<file path="src/rtl/shift_normalizer.sv">
// shift_normalizer
//   Iterative leading/trailing-zero normalizer. A captured word is walked
//   through SHW binary-search stages (largest first), one stage per clock,
//   shifting out zero groups and accumulating the shift amount.
//   dir=0: left-normalize (MSB=1), o_shamt = leading zeros.
//   dir=1: right-normalize (LSB=1), o_shamt = trailing zeros.
//   All-zero input reports o_zero=1 with o_data=0, o_shamt=0.
//
// Ports
//   clk, rst            clock, synchronous active-high reset
//   i_valid/i_ready     input handshake; i_data word, i_dir direction
//   o_valid/o_ready     output handshake
//   o_data, o_shamt     normalized word and shift amount
//   o_zero, o_dir       zero-input flag, captured direction
//   o_ops_count         (only with NORM_PERF_EN) saturating count of
//                       output handshakes
//
// Optional feature macro: NORM_PERF_EN
module shift_normalizer #(
  parameter  int WIDTH = 8,
  localparam int SHW   = $clog2(WIDTH)
) (
  input  logic             clk,
  input  logic             rst,
  input  logic             i_valid,
  output logic             i_ready,
  input  logic [WIDTH-1:0] i_data,
  input  logic             i_dir,
  output logic             o_valid,
  input  logic             o_ready,
  output logic [WIDTH-1:0] o_data,
  output logic [SHW-1:0]   o_shamt,
  output logic             o_zero,
  output logic             o_dir
`ifdef NORM_PERF_EN
  ,
  output logic [15:0]      o_ops_count
`endif
);

  typedef enum logic [1:0] {IDLE, BUSY, DONE} state_t;

  localparam logic [WIDTH-1:0] ONES = '1;

  state_t           r_state, w_next;
  logic [WIDTH-1:0] r_work, r_odata;
  logic [SHW-1:0]   r_count, r_k, r_oshamt;
  logic             r_dir, r_zero, r_ozero, r_odir;

  logic             w_accept, w_out_hs, w_hit;
  logic [SHW-1:0]   w_s, w_count_nx;
  logic [WIDTH-1:0] w_mask_hi, w_mask_lo, w_work_nx;

  assign w_accept = i_valid && i_ready;
  assign w_out_hs = o_valid && o_ready;

  // State register
  always_ff @(posedge clk) begin
    if (rst) r_state <= IDLE;
    else     r_state <= w_next;
  end

  // Next-state logic
  always_comb begin
    w_next = r_state;
    case (r_state)
      IDLE:    if (w_accept)    w_next = BUSY;
      BUSY:    if (r_k == '0)   w_next = DONE;
      DONE:    if (o_ready)     w_next = IDLE;
      default:                  w_next = IDLE;
    endcase
  end

  // Output decode
  always_comb begin
    i_ready = (r_state == IDLE);
    o_valid = (r_state == DONE);
  end

  // Current stage: group of s = 2^k bits at the end being normalized toward.
  // s <= WIDTH/2, so it fits in SHW bits.
  assign w_s       = SHW'(1) << r_k;
  assign w_mask_hi = ~(ONES >> w_s);
  assign w_mask_lo = ~(ONES << w_s);
  assign w_hit     = r_dir ? ((r_work & w_mask_lo) == '0)
                           : ((r_work & w_mask_hi) == '0);
  assign w_work_nx = !w_hit ? r_work : (r_dir ? (r_work >> w_s) : (r_work << w_s));
  assign w_count_nx = w_hit ? (r_count + w_s) : r_count;

  // Datapath. Output registers load only on the final stage so intermediate
  // work values never reach the ports and outputs hold under backpressure.
  always_ff @(posedge clk) begin
    if (rst) begin
      r_work   <= '0;
      r_count  <= '0;
      r_k      <= '0;
      r_dir    <= 1'b0;
      r_zero   <= 1'b0;
      r_odata  <= '0;
      r_oshamt <= '0;
      r_ozero  <= 1'b0;
      r_odir   <= 1'b0;
    end else if (w_accept) begin
      r_work  <= i_data;
      r_dir   <= i_dir;
      r_zero  <= (i_data == '0);
      r_count <= '0;
      r_k     <= SHW'(SHW-1);
    end else if (r_state == BUSY) begin
      r_work  <= w_work_nx;
      r_count <= w_count_nx;
      r_k     <= r_k - 1'b1;
      if (r_k == '0) begin
        // An all-zero word would report a raw count of WIDTH-1; force 0.
        r_odata  <= r_zero ? '0 : w_work_nx;
        r_oshamt <= r_zero ? '0 : w_count_nx;
        r_ozero  <= r_zero;
        r_odir   <= r_dir;
      end
    end
  end

  assign o_data  = r_odata;
  assign o_shamt = r_oshamt;
  assign o_zero  = r_ozero;
  assign o_dir   = r_odir;

`ifdef NORM_PERF_EN
  logic [15:0] r_ops;
  always_ff @(posedge clk) begin
    if (rst)                           r_ops <= '0;
    else if (w_out_hs && r_ops != '1)  r_ops <= r_ops + 16'd1;
  end
  assign o_ops_count = r_ops;
`else
  logic w_unused;
  assign w_unused = w_out_hs;
`endif

endmodule

</file>
<file path="config.mk">
export PLATFORM = sky130hd
export DESIGN_NAME = shift_normalizer
export DESIGN_NICKNAME = d
export VERILOG_FILES = /design/src/rtl/shift_normalizer.sv
export SDC_FILE = /design/constraint.sdc
export NUM_CORES = 1
export LEC_CHECK = 0
export BUFFER_PORTS_ARGS = -buffer_cell sky130_fd_sc_hd__buf_2
export CELL_PAD_IN_SITES_DETAIL_PLACEMENT = 0
export CELL_PAD_IN_SITES_GLOBAL_PLACEMENT = 1
export CORE_ASPECT_RATIO = 0.5
export CORE_MARGIN = 1.5
export CORE_UTILIZATION = 35
export CTS_CLUSTER_DIAMETER = 150
export CTS_CLUSTER_SIZE = 14
export DETAILED_ROUTE_END_ITERATION = 8
export GPL_TIMING_DRIVEN = 0
export PLACE_DENSITY_LB_ADDON = 0.1
export RECOVER_POWER = 100
export SLEW_MARGIN = 10
export SYNTH_ARGS = -nofsm -noshare
export SYNTH_HDL_FRONTEND = slang
export SYNTH_SLANG_ARGS = --single-unit
</file>
<file path="constraint.sdc">
create_clock -name clk -period 2.1 [get_ports clk]
set_input_delay 0.525 -clock clk [delete_from_list [all_inputs] [get_ports clk]]
set_output_delay 0.525 -clock clk [all_outputs]
set_load 0.01 [all_outputs]
</file>
==> metrics.yaml <==
critical_path:
  cp_max_fo: 7
  worstPathArrival_ns: 2.40
  required_ns: 2.29
  start_kind: "flop"
  end_kind: "flop"
  critPathKind: "flop to flop"
clock_tree:
  clkTransAtPathRegs_ns: 0.05
  cts_max_path_buffers: 2
  clock-sinks: 31
  cts-root-buf: "clkbuf_16"
  clock_latency_ns: 0.28
  h-tree-depth: 2
  cts_made_buffers: 5
  hold_buffers: 0
  cts_tree: "done"
placement:
  hpwl_um: 6890
  port_buffers: 26
  place_congestion: 0.947
  dp_cells: 433
sta:
  hold_violations: 0
  rsz0062_at_grt: "yes"
  max_freq_mhz: 453
  final.min_clock_period_ns: 2.21
  max_slew_margin: 0.522
  setup_slack_ns: -0.105
  hold_ws_ns: 0.473
  skew_ns: 0.00475
  timing.final.crit_share: 1.05
  tightest_slew_ns: 0.717
  finalSetupViolCount: 16
  drv_slew: 0
global_route:
  overflow: 0
  antenna_found_initial: 0
  grt_pass1_wl_um: 15300
  grt_pass1_vias: 2662
  grt_max_degree: 11
  grt_usage: 0.261
final_layout:
  final_cell_mix: "dfxtp_1, buf_4, nand2_1"
  layout.cells.non_filler: 475
  layout-drive-gt1-share: 0.399
  n_fill_cell: 675
  syn_to_final_growth_pct: 45.3
  nets: 401
  antenna_cells: 0
  final_common_cell: "dfxtp_1"
routing:
  drtIter0Drc: 350
  drcViolationCount: 0
  vias_per_cell: 6.17
  antenna_left: 0
  vias: 2929
  first_pass_iters: 5
  post_drt_wl_per_cell_um: 22.4
  wirelength_um: 10600
power_and_ir_drop:
  vdd_drop_max_uv: 479
  cellPowerDensity_mw_per_mm2: 906
  p_leak_nw: 1.35
logic_synthesis:
  synth_edf_count: 0
  postSynthAreaPerCell_um2: 8.16
  ys_ff_latch: 31
  seq_area_frac_synth: 0.241
  async_flop_share: 0
  yosysUniqueCellTypes: 63
  syn_nets: 334
  ys_warn_count: 0
  syn_inst: 315
  syn-cell-area_mm2: 0.00257
  synthFlopType: "dfxtp_1"
status:
  violations: "setup timing"
  status: "finished, violations left"
hold_path:
  worstHoldPathType: "flop to flop"
floorplan:
  dieArea_mm2: 0.00790
  ios: 28
  core_mm2: 0.00688
  die_y_um: 63.6
  core.rowCount: 21
  die_w_um: 124
  start_util: 0.373
job:
  cap_violations: 0
## path summary, 6_finish.rpt
check	startpoint	endpoint	slack (ns)	depth (start not counted)
hold / removal	o_data[1]	o_data[1]	0.47	2
hold reg to reg	o_data[1]	o_data[1]	0.47	2
setup reg to reg	r_k[1]	r_work[1]	-0.11	9
setup / recovery	r_k[1]	r_work[1]	-0.11	9
## where the power goes
| part | switching [mW] | internal [mW] |
|---|---|---|
| Sequential | 0.0581 | 0.649 |
| Combinational | 1.03 | 0.771 |
| Clock | 0.290 | 0.590 |
| Total | 1.38 | 2.01 |
## kinds of logic (layout without fill, tap and decap cells)
logic type / Yosys count / in the layout / share of synthesized area
and+or+nand+nor: 119 / 119 / 0.269
AOI/OAI and AO/OA: 99 / 99 / 0.290
xor gates and xnor gates: 3 / 3 / 0.0102
DFF: 31 / 31 / 0.241
buffers and inverters: 45 / 113 / 0.0993
muxes: 12 / 12 / 0.0574
adders and majority gates: 6 / 6 / 0.0321
## Yosys cell counts (3+ instances only)
master / count / area, µm²
nand4_1: 10 / 62.6
inv_1: 11 / 41.3
nor3_1: 10 / 50.1
a21oi_1: 18 / 90.1
a211oi_1: 4 / 30.0
nor2b_1: 3 / 18.8
nand2b_1: 10 / 62.6
a211oi_2: 3 / 37.5
nand3b_1: 3 / 22.5
ha_1: 5 / 62.6
and4bb_2: 4 / 50.1
o21ai_0: 11 / 55.1
buf_4: 6 / 45.0
nand2_1: 27 / 101
nor3b_1: 4 / 30.0
o221ai_1: 3 / 26.3
xnor2_1: 3 / 26.3
a22oi_1: 9 / 67.6
nand3_1: 9 / 45.0
o21bai_1: 3 / 22.5
nor3_2: 3 / 30.0
clkbuf_1: 12 / 45.0
mux2i_1: 8 / 80.1
o31ai_1: 6 / 45.0
o22ai_1: 3 / 18.8
o211ai_1: 7 / 52.6
buf_2: 9 / 45.0
buf_6: 7 / 78.8
a31oi_1: 5 / 31.3
dfxtp_1: 31 / 621
or3_1: 3 / 18.8
a32o_1: 3 / 30.0
nor2_1: 17 / 63.8
## through the flow
step | worst slack (ns) | util | TNS, ns | power [mW] | area (µm²)
after global routing | -0.182 | 0.543 | -1.68 | 3.51 | 3730
after detailed placement | -0.426 | 0.411 | -4.93 | 1.90 | 2830
after global placement | -0.398 | 0.411 | -5.25 | 1.91 | 2830
after floorplan | 0.0202 | - | 0 | 1.54 | 2580
after CTS | -0.0303 | 0.469 | -0.156 | 2.98 | 3230
final | -0.105 | 0.543 | -0.412 | 3.39 | 3730
## state kept, by name, indices dropped and copies added (netlist names)
name     count
r_work       8
o_dir        1
r_state      2
o_zero       1
o_data       8
r_count      3
r_zero       1
o_shamt      3
r_k          3
r_dir        1
## critical path, cell delays in order, from the launching register on
cell	delay, ns
dfxtp_4	0.38
inv_6	0.05
ha_4	0.17
buf_8	0.13
buf_4	0.14
nand2b_4	0.15
a32o_2	0.29
a2111oi_4	0.48
a211oi_2	0.07
o31ai_1	0.25
## layout make-up
type | count | area (µm²) | share of cell area
clock inverter | 2 | 35.0 | 0.00938
multi-input combinational | 239 | 2050 | 0.548
buffer | 34 | 268 | 0.0717
sequential | 31 | 628 | 0.168
timing repair buffer | 60 | 448 | 0.120
clock buffer | 6 | 139 | 0.0372
inverter | 11 | 53.8 | 0.0144
tap | 92 | 115 | 0.0308
## routing by layer
layer,vias up,part of all wire,global-route usage
met5,-,0,0
met2,154,0.42,0.376
li1,1329,-,-
met4,0,0.022,0.0497
met3,26,0.077,0.0471
met1,1420,0.48,0.401
## what timing repair did
| action | CTS | global route |
|---|---|---|
| endpoints found under the setup margin | 22 | 22 |
| pin swaps | 9 | 29 |
| gates resized for setup | 30 | 72 |
| buffers inserted | 11 | 20 |
| cloned | 0 | 5 |
No activity file was read; power rests on OpenSTA's default activity.
